### config.mk
export PLATFORM = sky130hd
export DESIGN_NAME = display_scan_ctrl
export DESIGN_NICKNAME = d
export VERILOG_FILES = /design/src/rtl/display_pkg.sv /design/src/rtl/BCD_n.sv /design/src/rtl/display_scan_ctrl.sv
export SDC_FILE = /design/constraint.sdc
export NUM_CORES = 1
export LEC_CHECK = 0
export ABC_AREA = 1
export BUFFER_PORTS_ARGS = -buffer_cell sky130_fd_sc_hd__buf_2
export CORE_MARGIN = 3
export CORE_UTILIZATION = 65
export CTS_BUF_LIST = sky130_fd_sc_hd__clkbuf_4 sky130_fd_sc_hd__clkbuf_8 sky130_fd_sc_hd__clkbuf_16
export CTS_CLUSTER_SIZE = 24
export DETAILED_ROUTE_END_ITERATION = 10
export PLACE_DENSITY_LB_ADDON = 0.2
export REMOVE_ABC_BUFFERS = 1
export SYNTH_ARGS = -nofsm -noshare
export SYNTH_HDL_FRONTEND = slang
export SYNTH_SLANG_ARGS = --single-unit
export TNS_END_PERCENT = 30
### constraint.sdc
create_clock -name clk -period 5.4 [get_ports clk]
set_input_delay 1.08 -clock clk [delete_from_list [all_inputs] [get_ports clk]]
set_output_delay 1.08 -clock clk [all_outputs]
set_load 0.01 [all_outputs]
### src/rtl/display_pkg.sv
// Shared definitions for the multiplexed 7-segment display scanner.
// Holds the scan FSM state encoding, the digit-select width and the
// all-segments-off constant used while blanking.
package display_pkg;

    typedef enum logic {
        StBlank,
        StShow
    } state_e;

    localparam int unsigned SelWidth = 4;

    // Active-low outputs: all ones means every segment / digit is dark.
    localparam logic [7:0]          SegBlank = 8'hFF;
    localparam logic [SelWidth-1:0] SelNone  = '1;

endpackage

### src/rtl/BCD_n.sv
// BCD to active-low 7-segment decoder.
// Ports:
//   bcd - 4-bit BCD digit
//   seg - active-low segments {dp, g, f, e, d, c, b, a}; codes 10..15 are dark
module BCD_n
    import display_pkg::*;
(
    input  logic [3:0] bcd,
    output logic [7:0] seg
);

    always_comb begin
        seg = SegBlank;
        case (bcd)
            4'd0:    seg = 8'hC0;
            4'd1:    seg = 8'hF9;
            4'd2:    seg = 8'hA4;
            4'd3:    seg = 8'hB0;
            4'd4:    seg = 8'h99;
            4'd5:    seg = 8'h92;
            4'd6:    seg = 8'h82;
            4'd7:    seg = 8'hF8;
            4'd8:    seg = 8'h80;
            4'd9:    seg = 8'h90;
            default: seg = SegBlank;
        endcase
    end

endmodule

### src/rtl/display_scan_ctrl.sv
// Multiplexed 7-segment display scan controller.
// Each digit gets BLANK_CYCLES of dead time followed by DWELL_CYCLES of drive.
// New numbers are double-buffered and only take effect at a frame boundary.
// Optional macro DISP_LZ_SUPPRESS_EN darkens leading zero digits (digit 0 always shown).
// Ports:
//   clk, rst_n    - clock, asynchronous active-low reset
//   enable        - scan enable; low blanks the display and parks the scanner
//   number_in     - packed BCD, digit 0 in bits [3:0]
//   load          - one-cycle strobe capturing number_in into the pending buffer
//   load_pending  - a loaded value has not reached the display yet
//   frame_done    - one-cycle pulse after the last digit of a frame
//   io_sel        - active-low digit select (registered)
//   io_seg        - active-low segments (registered)
module display_scan_ctrl
    import display_pkg::*;
#(
    parameter int unsigned NUMBER_OF_DIGITS = 4,
    parameter int unsigned DWELL_CYCLES     = 50000,
    parameter int unsigned BLANK_CYCLES     = 16
) (
    input  logic                          clk,
    input  logic                          rst_n,
    input  logic                          enable,
    input  logic [4*NUMBER_OF_DIGITS-1:0] number_in,
    input  logic                          load,
    output logic                          load_pending,
    output logic                          frame_done,
    output logic [SelWidth-1:0]           io_sel,
    output logic [7:0]                    io_seg
);

    localparam int unsigned W         = 4 * NUMBER_OF_DIGITS;
    localparam logic [31:0] DwellLast = 32'(DWELL_CYCLES - 1);
    localparam logic [31:0] BlankLast = 32'((BLANK_CYCLES == 0) ? 0 : BLANK_CYCLES - 1);
    localparam logic [1:0]  LastIdx   = 2'(NUMBER_OF_DIGITS - 1);

    state_e        state_q, state_d;
    logic [31:0]   cnt_q, cnt_d;
    logic [1:0]    idx_q, idx_d;
    logic          wrap_q, wrap_d;
    logic [W-1:0]  display_q, display_d;
    logic [W-1:0]  pending_q, pending_d;
    logic          load_pending_d;
    logic          frame_end;

    logic [15:0]         disp_pad;
    logic [3:0]          digit;
    logic [7:0]          seg_dec;
    logic [7:0]          seg_show;
    logic [SelWidth-1:0] sel_show;

    // wrap_q marks the first state of a new frame; outputs lag the state by one
    // cycle, so the frame boundary is visible on the outputs one cycle later.
    assign frame_end = wrap_q & enable;

    // Scan FSM
    always_comb begin
        state_d = state_q;
        cnt_d   = cnt_q;
        idx_d   = idx_q;
        wrap_d  = 1'b0;
        if (!enable) begin
            state_d = StBlank;
            cnt_d   = '0;
            idx_d   = '0;
        end else begin
            case (state_q)
                StBlank: begin
                    if (BLANK_CYCLES == 0 || cnt_q == BlankLast) begin
                        state_d = StShow;
                        cnt_d   = '0;
                    end else begin
                        cnt_d = cnt_q + 32'd1;
                    end
                end
                StShow: begin
                    if (cnt_q == DwellLast) begin
                        cnt_d   = '0;
                        state_d = (BLANK_CYCLES == 0) ? StShow : StBlank;
                        if (idx_q == LastIdx) begin
                            idx_d  = '0;
                            wrap_d = 1'b1;
                        end else begin
                            idx_d = idx_q + 2'd1;
                        end
                    end else begin
                        cnt_d = cnt_q + 32'd1;
                    end
                end
                default: state_d = StBlank;
            endcase
        end
    end

    // Double buffer: a load landing exactly on the frame boundary goes straight
    // to the display and never shows up as pending.
    always_comb begin
        display_d      = display_q;
        pending_d      = pending_q;
        load_pending_d = load_pending;
        if (frame_end) begin
            load_pending_d = 1'b0;
            if (load) begin
                display_d = number_in;
                pending_d = number_in;
            end else begin
                display_d = pending_q;
            end
        end else if (load) begin
            pending_d      = number_in;
            load_pending_d = 1'b1;
        end
    end

    // Decode from display_d so the first digit of a frame already sees the new value.
    assign disp_pad = 16'(display_d);
    assign digit    = disp_pad[{idx_q, 2'b00} +: 4];
    assign sel_show = ~(SelWidth'(1) << idx_q);

    BCD_n u_bcd (
        .bcd (digit),
        .seg (seg_dec)
    );

`ifdef DISP_LZ_SUPPRESS_EN
    logic lz_blank;
    // Digit and every higher digit zero -> leading zero; digit 0 is never suppressed.
    assign lz_blank = (idx_q != 2'd0) && ((disp_pad >> {idx_q, 2'b00}) == 16'd0);
    assign seg_show = lz_blank ? SegBlank : seg_dec;
`else
    assign seg_show = seg_dec;
`endif

    always_ff @(posedge clk or negedge rst_n) begin
        if (!rst_n) begin
            state_q      <= StBlank;
            cnt_q        <= '0;
            idx_q        <= '0;
            wrap_q       <= 1'b0;
            display_q    <= '0;
            pending_q    <= '0;
            load_pending <= 1'b0;
            frame_done   <= 1'b0;
            io_sel       <= SelNone;
            io_seg       <= SegBlank;
        end else begin
            state_q      <= state_d;
            cnt_q        <= cnt_d;
            idx_q        <= idx_d;
            wrap_q       <= wrap_d;
            display_q    <= display_d;
            pending_q    <= pending_d;
            load_pending <= load_pending_d;
            frame_done   <= frame_end;
            if (!enable || state_q == StBlank) begin
                io_sel <= SelNone;
                io_seg <= SegBlank;
            end else begin
                io_sel <= sel_show;
                io_seg <= seg_show;
            end
        end
    end

endmodule

==> flow_summary.ini <==
[status]
status = finished clean

[finish]
final_util_pct = 73.6
num_antenna_cells = 0
fin_nets = 576
design_area_um2 = 4720
synthToLayoutAreaGrowth_pct = 8.16
final_layout_size_suffix_gt1_share_pct = 19.6

[place]
routabilityCongestion = 0.887
port_buffers = 32
post_dp_cell_area_um2 = 4510
dp_hpwl_mm = 6.18
pre_cts_ws_ns = 2.41

[clock_network]
cts_root_buf = clkbuf_8
path_clk_slew_ns = 0.08
ctsLongestPathBuffers = 2
insertion_delay_ns = 0.34
post_cts_buffers = 0
numCtsBuffers = 9
cts_max_level = 3
clock_sinks = 81
cts_resized = 0
holdBufCountCts = 0
cts_tree = built

[worst_setup_path]
critPathArrivalTime_ns = 2.92
crit_type = primary input to register
worst-path-max-fanout = 20
cp.required_ns = 5.66
critPathLaunchType = primary input
end_kind = register

[flow_run]
cap_violations = 0

[routing]
num_vias = 3412
drtIter0Drc = 250
wl_per_cell_um = 14.2
ant_nets = 0
first_pass_iters = 5
drc = 0
vias_per_cell = 5.43
wl_mm = 8.89

[logic_synthesis]
netlist_instances = 517
synth_edf_count = 0
synthArstFlopShare_pct = 100
avgSynthCellArea_um2 = 8.45
ys_types = 36
ys.flop_type = dfrtp_1
yosysTopAreaCellShare_pct = 40.1
yosysTopAreaCell = dfrtp_1
syn_area_um2 = 4370
yosysMostFrequentCell = nand2_1
synth_top_cells_by_count = nand2_1, dfrtp_1, nor2_1
yosys-top-cells-area = dfrtp_1, nand2_1, dfstp_2
yosysWarnings = 0
yosysSeqAreaShare_pct = 46.7
synth-seq-cells = 81

[global_routing]
grt_antenna_before_repair = 0
grt_max_degree = 82
grt_pass1_vias = 3380
grt_pass1_wl_mm = 15.3
grt_overflow = 0
track_usage_pct = 25.2

[timing]
timing_hold_violations_final = 0
skew_ns = 0.00976
slew_viol_final = 0
hold_ws_ns = 0.472
fin_crit_ns = 2.66
timing.fmax_mhz = 376
setup_slack_ns = 2.74
slew_headroom_pct = 33.8
finalSetupViolations = 0
tightest_slew_ns = 0.992
finalCritPeriodShare_pct = 49.3
fin_setup_tns_ns = 0
rsz0062_at_grt = no

[floorplan]
core_area_um2 = 6420
fp-row-count = 29
die_y_um = 88.0
dieArea_um2 = 7740
dieWidth_um = 88.0
io_pins = 34
initial_utilization_pct = 68.0

[hold_path]
hp-class = register to register

[power_and_ir_drop]
ir_drop_uv = 197
pwr_density_cell_nw_per_um2 = 262
p_leak_nw = 2.24
-- routing by layer --
| layer | track usage [%] | up-vias | part of all wire, % |
|---|---|---|---|
| met4 | 8.65 | 0 | 1.1 |
| met1 | 36.1 | 1618 | 48 |
| met2 | 39.1 | 94 | 46 |
| met5 | 0 | - | 0 |
| met3 | 4.05 | 9 | 4.9 |
| li1 | - | 1691 | - |
-- cell usage in the layout, fill, tap and decap left out, drive strengths merged --
| master | n |
|---|---|
| nand2 | 160 |
| nor2 | 72 |
| dfrtp | 70 |
| nand3 | 61 |
| inv | 41 |
| buf | 32 |
| xor2 | 21 |
| nor3 | 19 |
| dfstp | 11 |
| ha | 10 |
| nand4 | 9 |
| clkbuf | 9 |
| and2 | 5 |
| xnor2 | 5 |
| clkinv | 5 |
| or2 | 4 |
| o21ai | 4 |
| a21oi | 3 |
| nor4 | 2 |
| bufinv | 2 |
| o211ai | 1 |
| a31oi | 1 |
| nand3b | 1 |
| a21o | 1 |
| conb | 1 |
| clkinvlp | 1 |
-- power breakdown --
group	switching (W)	total, W	internal, W
clock	0.000221	0.000481	0.000260
sequential	0.0000197	0.000646	0.000626
combinational	0.0000748	0.000111	0.0000363
total	0.000315	0.00124	0.000923
-- state kept, by name, indices dropped and copies added (netlist names) --
name          count
cnt_q            32
display_q        16
frame_done        1
idx_q             2
io_seg            7
io_sel            4
load_pending      1
pending_q        16
state_q           1
wrap_q            1
-- cell families after synthesis --
group,after synthesis,share of synthesized area [%]
AOI/OAI and AO/OA,10,1.38
adders and majority gates,10,2.86
DFF,81,46.7
and+or+nand+nor,333,37.2
buffers and inverters,56,6.50
xor gates and xnor gates,26,5.21
other,1,0.0859
-- stage by stage --
| stage | power, W | instances |
|---|---|---|
| finish | 0.00124 | 628 |
| global route | 0.00130 | 628 |
| CTS | 0.00125 | 628 |
| detailed placement | 0.000769 | 612 |
| global placement | 0.000765 | 612 |
| floorplan | 0.000726 | 503 |
-- worst paths after layout --
path                          startpoint             to  slack (ns)  cells past startpoint
hold reg to reg            pending_q[10]  pending_q[10]        0.47                      2
max in group asynchronous          rst_n         wrap_q        3.86                      1
min in group asynchronous          rst_n      cnt_q[24]        0.89                      1
setup reg to reg                idx_q[0]      io_seg[6]        3.17                     10
setup / recovery                    load      io_seg[6]        2.74                     13
hold / removal             pending_q[10]  pending_q[10]        0.47                      2
-- critical path, cell delays in order --
cell     delay (ns)
buf_2          0.30
inv_1          0.31
nand2_1        0.15
nand3_1        0.11
nand3_1        0.11
nand3_1        0.09
nand2_2        0.15
inv_1          0.09
ha_1           0.19
inv_1          0.05
nand3_1        0.09
nand3_1        0.12
nand3_2        0.06
-- cell type report --
| class | instances | area, um^2 |
|---|---|---|
| multi-input cells | 380 | 2040 |
| flip-flops and latches | 81 | 2040 |
| fillers | 495 | 1700 |
| repair buffers | 32 | 163 |
| inverters | 42 | 163 |
| clock buffers | 9 | 124 |
| well taps | 77 | 96.3 |
| clock inverters | 7 | 95.1 |
Power figures use the tool's default switching activity.
